**config.mk**
```make
export PLATFORM = sky130hd
export DESIGN_NAME = hamming_scrub_bank
export DESIGN_NICKNAME = d
export VERILOG_FILES = /design/src/rtl/hamming_pkg.sv /design/src/rtl/hamming_syndrome.sv /design/src/rtl/hamming_scrub_bank.sv
export SDC_FILE = /design/constraint.sdc
export NUM_CORES = 1
export LEC_CHECK = 0
export ABC_AREA = 1
export CORE_MARGIN = 2
export CORE_UTILIZATION = 30
export CTS_BUF_LIST = sky130_fd_sc_hd__clkbuf_16
export CTS_CLUSTER_SIZE = 14
export DETAILED_ROUTE_END_ITERATION = 10
export PLACE_DENSITY = 0.49
export SKIP_LAST_GASP = 1
export SLEW_MARGIN = 0
export SYNTH_ARGS = -nofsm -noshare
export SYNTH_HDL_FRONTEND = slang
export SYNTH_SLANG_ARGS = --single-unit
export TNS_END_PERCENT = 1
```
**constraint.sdc**
```tcl
create_clock -name clk -period 2.25 [get_ports clk]
set_input_delay 0.45 -clock clk [delete_from_list [all_inputs] [get_ports clk]]
set_output_delay 0.45 -clock clk [all_outputs]
set_load 0.01 [all_outputs]
```
**src/rtl/hamming_pkg.sv**
```systemverilog
// rtl/hamming_pkg.sv - Hamming helper functions, bit mapping and scrub FSM states
// Defining HAMMING_SECDED_EN adds an overall even-parity bit above the Hamming word.
package hamming_pkg;

   localparam int MAX_DW = 32;
   localparam int MAX_CW = 64;

`ifdef HAMMING_SECDED_EN
   localparam bit SECDED = 1'b1;
`else
   localparam bit SECDED = 1'b0;
`endif

   typedef enum logic [2:0] {ST_IDLE, ST_READ, ST_CHECK, ST_FIX, ST_DONE} scrub_state_e;

   // Smallest p with 2^p >= dw+p+1; scanning downwards leaves the minimum in p.
   function automatic int par_w(input int dw);
      int p;
      p = 0;
      for (int k = 7; k >= 1; k--)
         if ((1 << k) >= dw + k + 1) p = k;
      return p;
   endfunction

   function automatic bit is_pow2(input int x);
      return (x > 0) && ((x & (x - 1)) == 0);
   endfunction

   function automatic logic [MAX_CW-1:0] encode(input logic [MAX_DW-1:0] d, input int dw);
      logic [MAX_CW-1:0] cw;
      logic              par;
      int                n, pw, j;
      cw = '0;
      pw = par_w(dw);
      n  = dw + pw;
      j  = 0;
      for (int pos = 1; pos <= MAX_CW; pos++)
         if (pos <= n && !is_pow2(pos)) begin
            cw[pos-1] = d[j];
            j++;
         end
      for (int k = 0; k < 8; k++)
         if (k < pw) begin
            par = 1'b0;
            for (int pos = 1; pos <= MAX_CW; pos++)
               if (pos <= n && ((pos >> k) & 1) == 1) par = par ^ cw[pos-1];
            cw[(1 << k) - 1] = par;
         end
      if (SECDED) cw[n] = ^cw;
      return cw;
   endfunction

   function automatic logic [MAX_DW-1:0] extract(input logic [MAX_CW-1:0] cw, input int dw);
      logic [MAX_DW-1:0] d;
      int                n, j;
      d = '0;
      n = dw + par_w(dw);
      j = 0;
      for (int pos = 1; pos <= MAX_CW; pos++)
         if (pos <= n && !is_pow2(pos)) begin
            d[j] = cw[pos-1];
            j++;
         end
      return d;
   endfunction

endpackage

```
**src/rtl/hamming_syndrome.sv**
```systemverilog
// rtl/hamming_syndrome.sv - combinational syndrome and overall-parity check of one codeword
// Overall parity is only meaningful when HAMMING_SECDED_EN is defined; otherwise it reads 0.
module hamming_syndrome
   import hamming_pkg::*;
#(
   parameter  int DATA_W = 4,
   localparam int PAR_W  = par_w(DATA_W),
   localparam int CW     = DATA_W + PAR_W,
   localparam int CW_T   = CW + int'(SECDED)
) (
   input  logic [CW_T-1:0]  cw_i,
   output logic [PAR_W-1:0] syn_o,
   output logic             par_fail_o
);

   // Syndrome is the XOR of the positions of all set bits.
   always_comb begin
      syn_o = '0;
      for (int pos = 1; pos <= CW; pos++)
         if (cw_i[pos-1]) syn_o = syn_o ^ PAR_W'(pos);
      par_fail_o = SECDED ? ^cw_i : 1'b0;
   end

endmodule

```
**src/rtl/hamming_scrub_bank.sv**
```systemverilog
// rtl/hamming_scrub_bank.sv - multi-channel Hamming codeword store with load, fault injection and scrubbing
// HAMMING_SECDED_EN selects SECDED decoding; default is plain SEC.
module hamming_scrub_bank
   import hamming_pkg::*;
#(
   parameter  int DATA_W = 4,
   parameter  int N_CH   = 2,
   parameter  int CNT_W  = 8,
   localparam int PAR_W  = par_w(DATA_W),
   localparam int CW     = DATA_W + PAR_W,
   localparam int CW_T   = CW + int'(SECDED),
   localparam int CH_W   = (N_CH > 1) ? $clog2(N_CH) : 1
) (
   input  logic                 clk,
   input  logic                 rst,
   input  logic                 load_valid,
   output logic                 load_ready,
   input  logic [CH_W-1:0]      load_ch,
   input  logic [DATA_W-1:0]    load_data,
   input  logic                 inj_valid,
   input  logic [CH_W-1:0]      inj_ch,
   input  logic [CW_T-1:0]      inj_mask,
   input  logic                 scrub_start,
   output logic                 scrub_busy,
   output logic                 scrub_done,
   input  logic                 err_clr,
   output logic [N_CH-1:0]      err_flag,
   output logic [CNT_W-1:0]     corr_cnt,
   output logic [CNT_W-1:0]     uncorr_cnt,
   input  logic [CH_W-1:0]      rd_ch,
   output logic [DATA_W-1:0]    rd_data,
   output logic [N_CH*CW_T-1:0] cw_out
);

   logic [CW_T-1:0]  cw_q [N_CH];
   scrub_state_e     state_q;
   logic [CH_W-1:0]  ch_q;
   logic [CW_T-1:0]  lat_q;
   logic [PAR_W-1:0] syn_q;
   logic             pf_q;
   logic             ready_q, busy_q, done_q;
   logic [N_CH-1:0]  flag_q;
   logic [CNT_W-1:0] corr_q, uncorr_q;

   logic [CW_T-1:0]  enc_d, fix_cw_d;
   logic [PAR_W-1:0] syn_d;
   logic             pf_d, corr_d, uncorr_d;
   logic             load_fire, inj_fire;

   hamming_syndrome #(.DATA_W(DATA_W)) u_syn (
      .cw_i       (lat_q),
      .syn_o      (syn_d),
      .par_fail_o (pf_d)
   );

   assign load_fire = load_valid & ready_q;
   assign inj_fire  = inj_valid & ~busy_q;
   assign enc_d     = CW_T'(encode(MAX_DW'(load_data), DATA_W));

   // In SEC mode pf_q is constant 0, which collapses this to the plain SEC decision.
   always_comb begin
      fix_cw_d = lat_q;
      corr_d   = 1'b0;
      uncorr_d = 1'b0;
      if (syn_q != '0 || pf_q) begin
         if (SECDED && !pf_q) begin
            uncorr_d = 1'b1;
         end else if (syn_q == '0) begin
            fix_cw_d = lat_q ^ (CW_T'(1) << CW);
            corr_d   = 1'b1;
         end else if (32'(syn_q) <= 32'(CW)) begin
            fix_cw_d = lat_q ^ (CW_T'(1) << (syn_q - 1'b1));
            corr_d   = 1'b1;
         end else begin
            uncorr_d = 1'b1;
         end
      end
   end

   always_ff @(posedge clk or posedge rst) begin
      if (rst) begin
         for (int c = 0; c < N_CH; c++) cw_q[c] <= '0;
         state_q  <= ST_IDLE;
         ch_q     <= '0;
         lat_q    <= '0;
         syn_q    <= '0;
         pf_q     <= 1'b0;
         ready_q  <= 1'b1;
         busy_q   <= 1'b0;
         done_q   <= 1'b0;
         flag_q   <= '0;
         corr_q   <= '0;
         uncorr_q <= '0;
      end else begin
         for (int c = 0; c < N_CH; c++) begin
            if (load_fire && 32'(load_ch) == 32'(c))
               cw_q[c] <= enc_d;
            else if (inj_fire && 32'(inj_ch) == 32'(c))
               cw_q[c] <= cw_q[c] ^ inj_mask;
            else if (state_q == ST_FIX && corr_d && 32'(ch_q) == 32'(c))
               cw_q[c] <= fix_cw_d;
         end

         if (err_clr) begin
            corr_q   <= '0;
            uncorr_q <= '0;
            flag_q   <= '0;
         end else if (state_q == ST_FIX && (corr_d || uncorr_d)) begin
            for (int c = 0; c < N_CH; c++)
               if (32'(ch_q) == 32'(c)) flag_q[c] <= 1'b1;
            if (corr_d && corr_q != '1) corr_q <= corr_q + 1'b1;
            if (uncorr_d && uncorr_q != '1) uncorr_q <= uncorr_q + 1'b1;
         end

         done_q <= 1'b0;
         case (state_q)
            ST_IDLE: if (scrub_start) begin
               state_q <= ST_READ;
               ch_q    <= '0;
               busy_q  <= 1'b1;
               ready_q <= 1'b0;
            end
            ST_READ: begin
               for (int c = 0; c < N_CH; c++)
                  if (32'(ch_q) == 32'(c)) lat_q <= cw_q[c];
               state_q <= ST_CHECK;
            end
            ST_CHECK: begin
               syn_q   <= syn_d;
               pf_q    <= pf_d;
               state_q <= ST_FIX;
            end
            ST_FIX: if (32'(ch_q) == 32'(N_CH - 1)) begin
               state_q <= ST_DONE;
               busy_q  <= 1'b0;
               done_q  <= 1'b1;
            end else begin
               ch_q    <= ch_q + 1'b1;
               state_q <= ST_READ;
            end
            ST_DONE: begin
               state_q <= ST_IDLE;
               ready_q <= 1'b1;
            end
            default: state_q <= ST_IDLE;
         endcase
      end
   end

   always_comb begin
      rd_data = '0;
      cw_out  = '0;
      for (int c = 0; c < N_CH; c++) begin
         cw_out[c*CW_T +: CW_T] = cw_q[c];
         if (32'(rd_ch) == 32'(c)) rd_data = DATA_W'(extract(MAX_CW'(cw_q[c]), DATA_W));
      end
   end

   assign load_ready = ready_q;
   assign scrub_busy = busy_q;
   assign scrub_done = done_q;
   assign err_flag   = flag_q;
   assign corr_cnt   = corr_q;
   assign uncorr_cnt = uncorr_q;

endmodule

```
==> impl_metrics.env, run 1 <==
export IMPL_outcome="finished clean"
export IMPL_core_rowCount=36
export IMPL_post_place_cells=646
export IMPL_post_cts_resize_count=1
export IMPL_dieHeight_um=104
export IMPL_grt_pass1_vias=2718
export IMPL_startpoint_type="primary input"
export IMPL_port_buffers=50
export IMPL_syn2layout_area_growth_pct=26.5
export IMPL_synthArstFlopShare=1.00
export IMPL_end_kind="output pin"
export IMPL_synth_compound_area_share=0.0973
export IMPL_num_fill_cells=1051
export IMPL_tns_ns=0
export IMPL_postRouteAntennaNets=0
export IMPL_initial_core_util=0.309
export IMPL_maxCapViolCount=0
export IMPL_r2r_end="cw_out[4]"
export IMPL_gp_congestion=0.793
export IMPL_drt_met1_wl_mm=4.03
export IMPL_dr_wl_met2_mm=3.56
export IMPL_fin_nets=541
export IMPL_rsz0062_at_grt="false"
export IMPL_slew_headroom=0.645
export IMPL_cts_tree="done"
export IMPL_maxSlewViolCount=0
export IMPL_final_area_sq_mm=0.00382
export IMPL_regToRegSetupSlack_ns=0.64
export IMPL_io_pins=59
export IMPL_cts_setup_buffers=0
export IMPL_yosysWarnings=0
export IMPL_hold_class="in2async"
export IMPL_firstDrtPassIters=4
export IMPL_place_hpwl_mm=6.31
export IMPL_grtUsageTotal=0.154
export IMPL_synth_mux_area_frac=0
export IMPL_drc_errors=0
export IMPL_ir_worst_vdd_v=0.000454
export IMPL_crit_family="buffers and inverters"
export IMPL_path_cells="dlygate4sd2_1 > buf_4 > o21ai_0 > clkdlybuf4s50_1"
export IMPL_yosysSeqAreaShare=0.340
export IMPL_synth_cells=465
export IMPL_synth_ff_type="dfrtp_1"
export IMPL_clk_latency_ns=0.29
export IMPL_finalHoldViolCount=0
export IMPL_arrival_ns=1.65
export IMPL_dr_max_layer_used="met4"
export IMPL_fmax_ghz=0.476
export IMPL_max_stage_delay_ns=0.56
export IMPL_slowest_stage="clkdlybuf4s50_1"
export IMPL_final_cell_count_no_fill=654
export IMPL_synth_seq_cells=41
export IMPL_die_w_um=104
export IMPL_cts_htree_levels=2
export IMPL_routed_wl_mm=8.01
export IMPL_layout_drive_gt1_share=0.0806
export IMPL_cp_data_required_time_ns=1.80
export IMPL_r2r_start="ch_q"
export IMPL_period_share=0.934
export IMPL_hold_worst_slack_ns=0.481
export IMPL_skew_ns=0.00591
export IMPL_crit_buf_inv=3
export IMPL_drt_iter0_drc=97
export IMPL_synth_top_family_by_area="simple AND/OR/NAND/NOR gates"
export IMPL_synth_distinct_cells=38
export IMPL_grt_overflow=0
export IMPL_wl_met3_um=315
export IMPL_synthXorXnorAreaFrac=0.0232
export IMPL_grt_antenna_before_repair=0
export IMPL_synthesis_area_sq_mm=0.00302
export IMPL_tightest_slew_ns=0.533
export IMPL_cts_buffers=5
export IMPL_synthAdderAreaFrac=0.00414
export IMPL_grt_max_degree=32
export IMPL_cts_root_buf="clkbuf_16"
export IMPL_p_per_area_mw_per_mm2=1190
export IMPL_via_per_inst=4.45
export IMPL_p_leak_uw=0.00196
export IMPL_hold_buffers=0
export IMPL_fin_util=0.391
export IMPL_coreArea_sq_mm=0.00977
export IMPL_vias=2913
export IMPL_synth_edf_count=0
export IMPL_wire_per_inst_um=12.2
export IMPL_fin_crit_ns=2.10
export IMPL_r2r_cells=6
export IMPL_critPathMaxFanout=4
export IMPL_worstSetupPathType="in2out"
export IMPL_synth_avg_cell_area_sq_um=6.50
export IMPL_n_antenna_cell=0
export IMPL_cts_reportedPaths_clkPinSlew_ns=0.07
export IMPL_post_dp_cell_area_sq_mm=0.00365
export IMPL_setup_viol=0
export IMPL_cts_sinks=41
export IMPL_die_area_sq_mm=0.0109
export IMPL_grt_pass1_wl_mm=13.6
export IMPL_cts_buffer_depth=2
export IMPL_yosys_area_share_simple=0.408
==> layout make-up <==
cell class	instances	area [sq um]	area share
sequential	41	1030	0.269
timing repair buffer	56	557	0.146
tap	133	166	0.0435
clock buffer	5	125	0.0327
inverter	69	262	0.0684
clock inverter	3	46.3	0.0121
multi-input combinational	347	1640	0.429
==> Yosys cell counts (8+ instances only) <==
| cell | n | area, sq um |
|---|---|---|
| a21oi_1 | 19 | 95.1 |
| buf_4 | 10 | 75.1 |
| dfrtp_1 | 40 | 1000 |
| inv_1 | 61 | 229 |
| nand2_1 | 183 | 687 |
| nand3_1 | 33 | 165 |
| nor2_1 | 38 | 143 |
| o21ai_0 | 10 | 50.1 |
| o21ai_1 | 8 | 40.0 |
==> report_power, final <==
part           internal [uW]  switching [uW]  leakage (uW)
Clock                    525             312     0.0000800
Combinational            940            1330       0.00135
Sequential              1010             413      0.000527
Total                   2480            2050       0.00196
==> stage by stage <==
step / total power (uW) / setup slack, ns
after floorplan: 2930 / 0.829
after global placement: 3710 / -0.103
after detailed placement: 3730 / -0.125
after CTS: 4580 / 0.122
after global routing: 4970 / 0.0808
final: 4530 / 0.149
==> layout by cell type, fill, tap and decap left out, drive strengths merged <==
cell type,n
xnor2,3
nor2,41
o21bai,1
nand2,193
clkdlybuf4s50,49
conb,8
bufinv,1
nand4,4
a22o,1
or2,1
o21ai,19
dfstp,1
nand3,37
a21oi,19
dlygate4sd2,1
a211oi,1
o211ai,7
inv,67
o21a,1
clkinvlp,1
xor2,5
buf,6
ha,1
dfrtp,40
clkinv,3
nor3,4
clkbuf,5
o22ai,1
==> how the worst max path moves through the flow <==
stage,start,to,cells past startpoint
2_1_floorplan,corr_cnt[0],corr_cnt[5],9
5_1_grt,cw_out[4],rd_data[1],3
6_report,rd_ch,rd_data[3],4
3_3_place_gp,rd_ch,rd_data[1],3
3_5_place_dp,rd_ch,rd_data[3],4
4_1_cts,rd_ch,rd_data[3],4
==> routing by layer <==
metal	track usage	vias to the layer above
met5	0	-
met3	0.0232	9
li1	-	1530
met2	0.245	52
met4	0.0434	0
met1	0.215	1322
==> state kept, by name (all words and copies together), names as in the netlist, 2 cells and up <==
register	flops
err_flag	2
cw_out	14
corr_cnt	8
state_q	3
syn_q	3
lat_q	7
==> cells by family (layout without fill, tap and decap cells) <==
group	Yosys count	after routing
XOR/XNOR	8	8
adder cells (fa/ha/maj)	1	1
AND/OR/NAND/NOR	280	280
AO/OA/AOI/OAI	50	50
buffers and inverters	84	133
other	1	8
flip-flops	41	41
(Power assumes the default switching activity.)
==> run 2: changes to the inputs <==
Settings changed: CELL_PAD_IN_SITES_DETAIL_PLACEMENT set to 1, CELL_PAD_IN_SITES_GLOBAL_PLACEMENT set to 2, PLACE_DENSITY 0.49 to 0.83.
==> impl_metrics.env, run 2 (synthesized netlist as in run 1, its figures left out) <==
export IMPL_cts_tree="done"
export IMPL_tightest_slew_ns=0.575
export IMPL_wire_per_inst_um=14.7
export IMPL_num_fill_cells=1271
export IMPL_critPathMaxFanout=5
export IMPL_p_sw_frac=0.478
export IMPL_layout_drive_gt1_share=0.0806
export IMPL_cts_buffers=5
export IMPL_firstDrtPassIters=4
export IMPL_fmax_ghz=0.487
export IMPL_vias=3079
export IMPL_clkPwrFrac=0.162
export IMPL_dieHeight_um=104
export IMPL_fin_crit_ns=2.05
export IMPL_crit_family="buffers and inverters"
export IMPL_final_cell_mix="nand2_1, inv_1, clkdlybuf4s50_1, dfrtp_1, nor2_1"
export IMPL_finalHoldViolCount=0
export IMPL_outcome="finished clean"
export IMPL_routed_wl_mm=9.62
export IMPL_cts_root_buf="clkbuf_16"
export IMPL_p_int_uw=2360
export IMPL_p_leak_uw=0.00196
export IMPL_cts_buffer_depth=2
export IMPL_combPwrFrac=0.518
export IMPL_end_kind="output pin"
export IMPL_grtUsageTotal=0.183
export IMPL_die_w_um=104
export IMPL_grt_overflow=0
export IMPL_final_area_sq_mm=0.00379
export IMPL_gp_congestion=0.780
export IMPL_rsz0062_at_grt="false"
export IMPL_io_pins=59
export IMPL_period_share=0.912
export IMPL_n_antenna_cell=0
export IMPL_grt_pass1_vias=3234
export IMPL_slew_headroom=0.616
export IMPL_grt_antenna_before_repair=0
export IMPL_finalPower_uw=4520
export IMPL_coreArea_sq_mm=0.00977
export IMPL_grt_max_degree=42
export IMPL_startpoint_type="flop"
export IMPL_final_common_cell="nand2_1"
export IMPL_cts_setup_buffers=0
export IMPL_clk_latency_ns=0.28
export IMPL_post_dp_cell_area_sq_mm=0.00364
export IMPL_grt_pass1_wl_mm=16.2
export IMPL_port_buffers=50
export IMPL_fin_nets=541
export IMPL_p_per_area_mw_per_mm2=1190
export IMPL_cp_data_required_time_ns=1.80
export IMPL_cts_htree_levels=2
export IMPL_cts_sinks=41
export IMPL_largest_reg_flops=14
export IMPL_maxCapViolCount=0
export IMPL_syn2layout_area_growth_pct=25.4
export IMPL_cts_reportedPaths_clkPinSlew_ns=0.07
export IMPL_place_hpwl_mm=7.57
export IMPL_max_stage_delay_ns=0.58
export IMPL_drt_iter0_drc=90
export IMPL_arrival_ns=1.60
export IMPL_initial_core_util=0.309
export IMPL_skew_ns=0.00570
export IMPL_path_cells="inv_1 > o21ai_1 > clkdlybuf4s50_1"
export IMPL_setup_viol=0
export IMPL_p_switching_uw=2160
export IMPL_crit_buf_inv=2
export IMPL_postRouteAntennaNets=0
export IMPL_ir_worst_vdd_v=0.000372
export IMPL_seqPwrFrac=0.320
export IMPL_slowest_stage="clkdlybuf4s50_1"
export IMPL_core_rowCount=36
export IMPL_hold_buffers=0
export IMPL_maxSlewViolCount=0
export IMPL_worstSetupPathType="reg2out"
export IMPL_die_area_sq_mm=0.0109
export IMPL_hold_class="reg2reg"
export IMPL_via_per_inst=4.71
export IMPL_drc_errors=0
## run 2: area by class of cell
type / count / area [sq um] / share of cell area
Tap cell: 133 / 166 / 0.0439
Clock inverter: 3 / 22.5 / 0.00595
Sequential cell: 41 / 1030 / 0.271
Multi-Input combinational cell: 347 / 1640 / 0.432
Timing Repair Buffer: 56 / 547 / 0.144
Clock buffer: 5 / 125 / 0.0330
Inverter: 69 / 262 / 0.0690
## run 2: worst paths after layout
path / startpoint / to / slack [ns] / depth (start not counted)
max: cw_out[4] / rd_data[1] / 0.20 / 3
min: err_flag[1] / err_flag[1] / 0.51 / 2
max reg2reg: load_ready / cw_out[3] / 0.61 / 7
min reg2reg: err_flag[1] / err_flag[1] / 0.51 / 2
max in group asynchronous: rst / cw_out[5] / 1.23 / 3
min in group asynchronous: rst / corr_cnt[7] / 0.63 / 3
## run 2: what timing repair did
action / CTS / global route
hold endpoints to repair: 0 / 0
setup endpoints to repair: 4 / 3
resized for setup: 1 / 2
## run 2: layer usage
metal,vias up,part of all wire,global-route usage
met5,-,0,0
li1,1536,-,-
met3,2,0.022,0.0238
met2,37,0.47,0.304
met4,0,0.0046,0.0299
met1,1504,0.50,0.258
## run 2: power groups by stage
stage	Sequential, uW	Clock, uW	Combinational (uW)
final	1450	731	2340
after detailed placement	1460	0	2360
after floorplan	1330	0	1610
after global placement	1460	0	2290
after CTS	1450	749	2370
after global routing	1500	774	2650
## run 2: worst min-delay path: cells and delay by family (launching register included)
family	cells	cell delay [ns]
flops	1	0.35
simple gates	2	0.12
## run 2: stage by stage
stage | utilization | cells | hold slack, ns | worst slack (ns) | TNS (ns)
final | 0.387 | 654 | 0.505 | 0.198 | 0
after global routing | 0.387 | 654 | 0.531 | 0.132 | 0
after CTS | 0.387 | 654 | 0.513 | -0.0880 | -0.220
after detailed placement | 0.372 | 646 | 0.498 | -0.110 | -0.307
after global placement | 0.372 | 646 | 0.492 | -0.0641 | -0.184
after floorplan | - | 472 | 0.529 | 0.829 | 0
==> run 3: changes to the inputs <==
Settings changed: SLEW_MARGIN 0 to 20.
==> results of run 3 <==
Same layout as run 2: the final DEF is identical, and so are final timing and power.
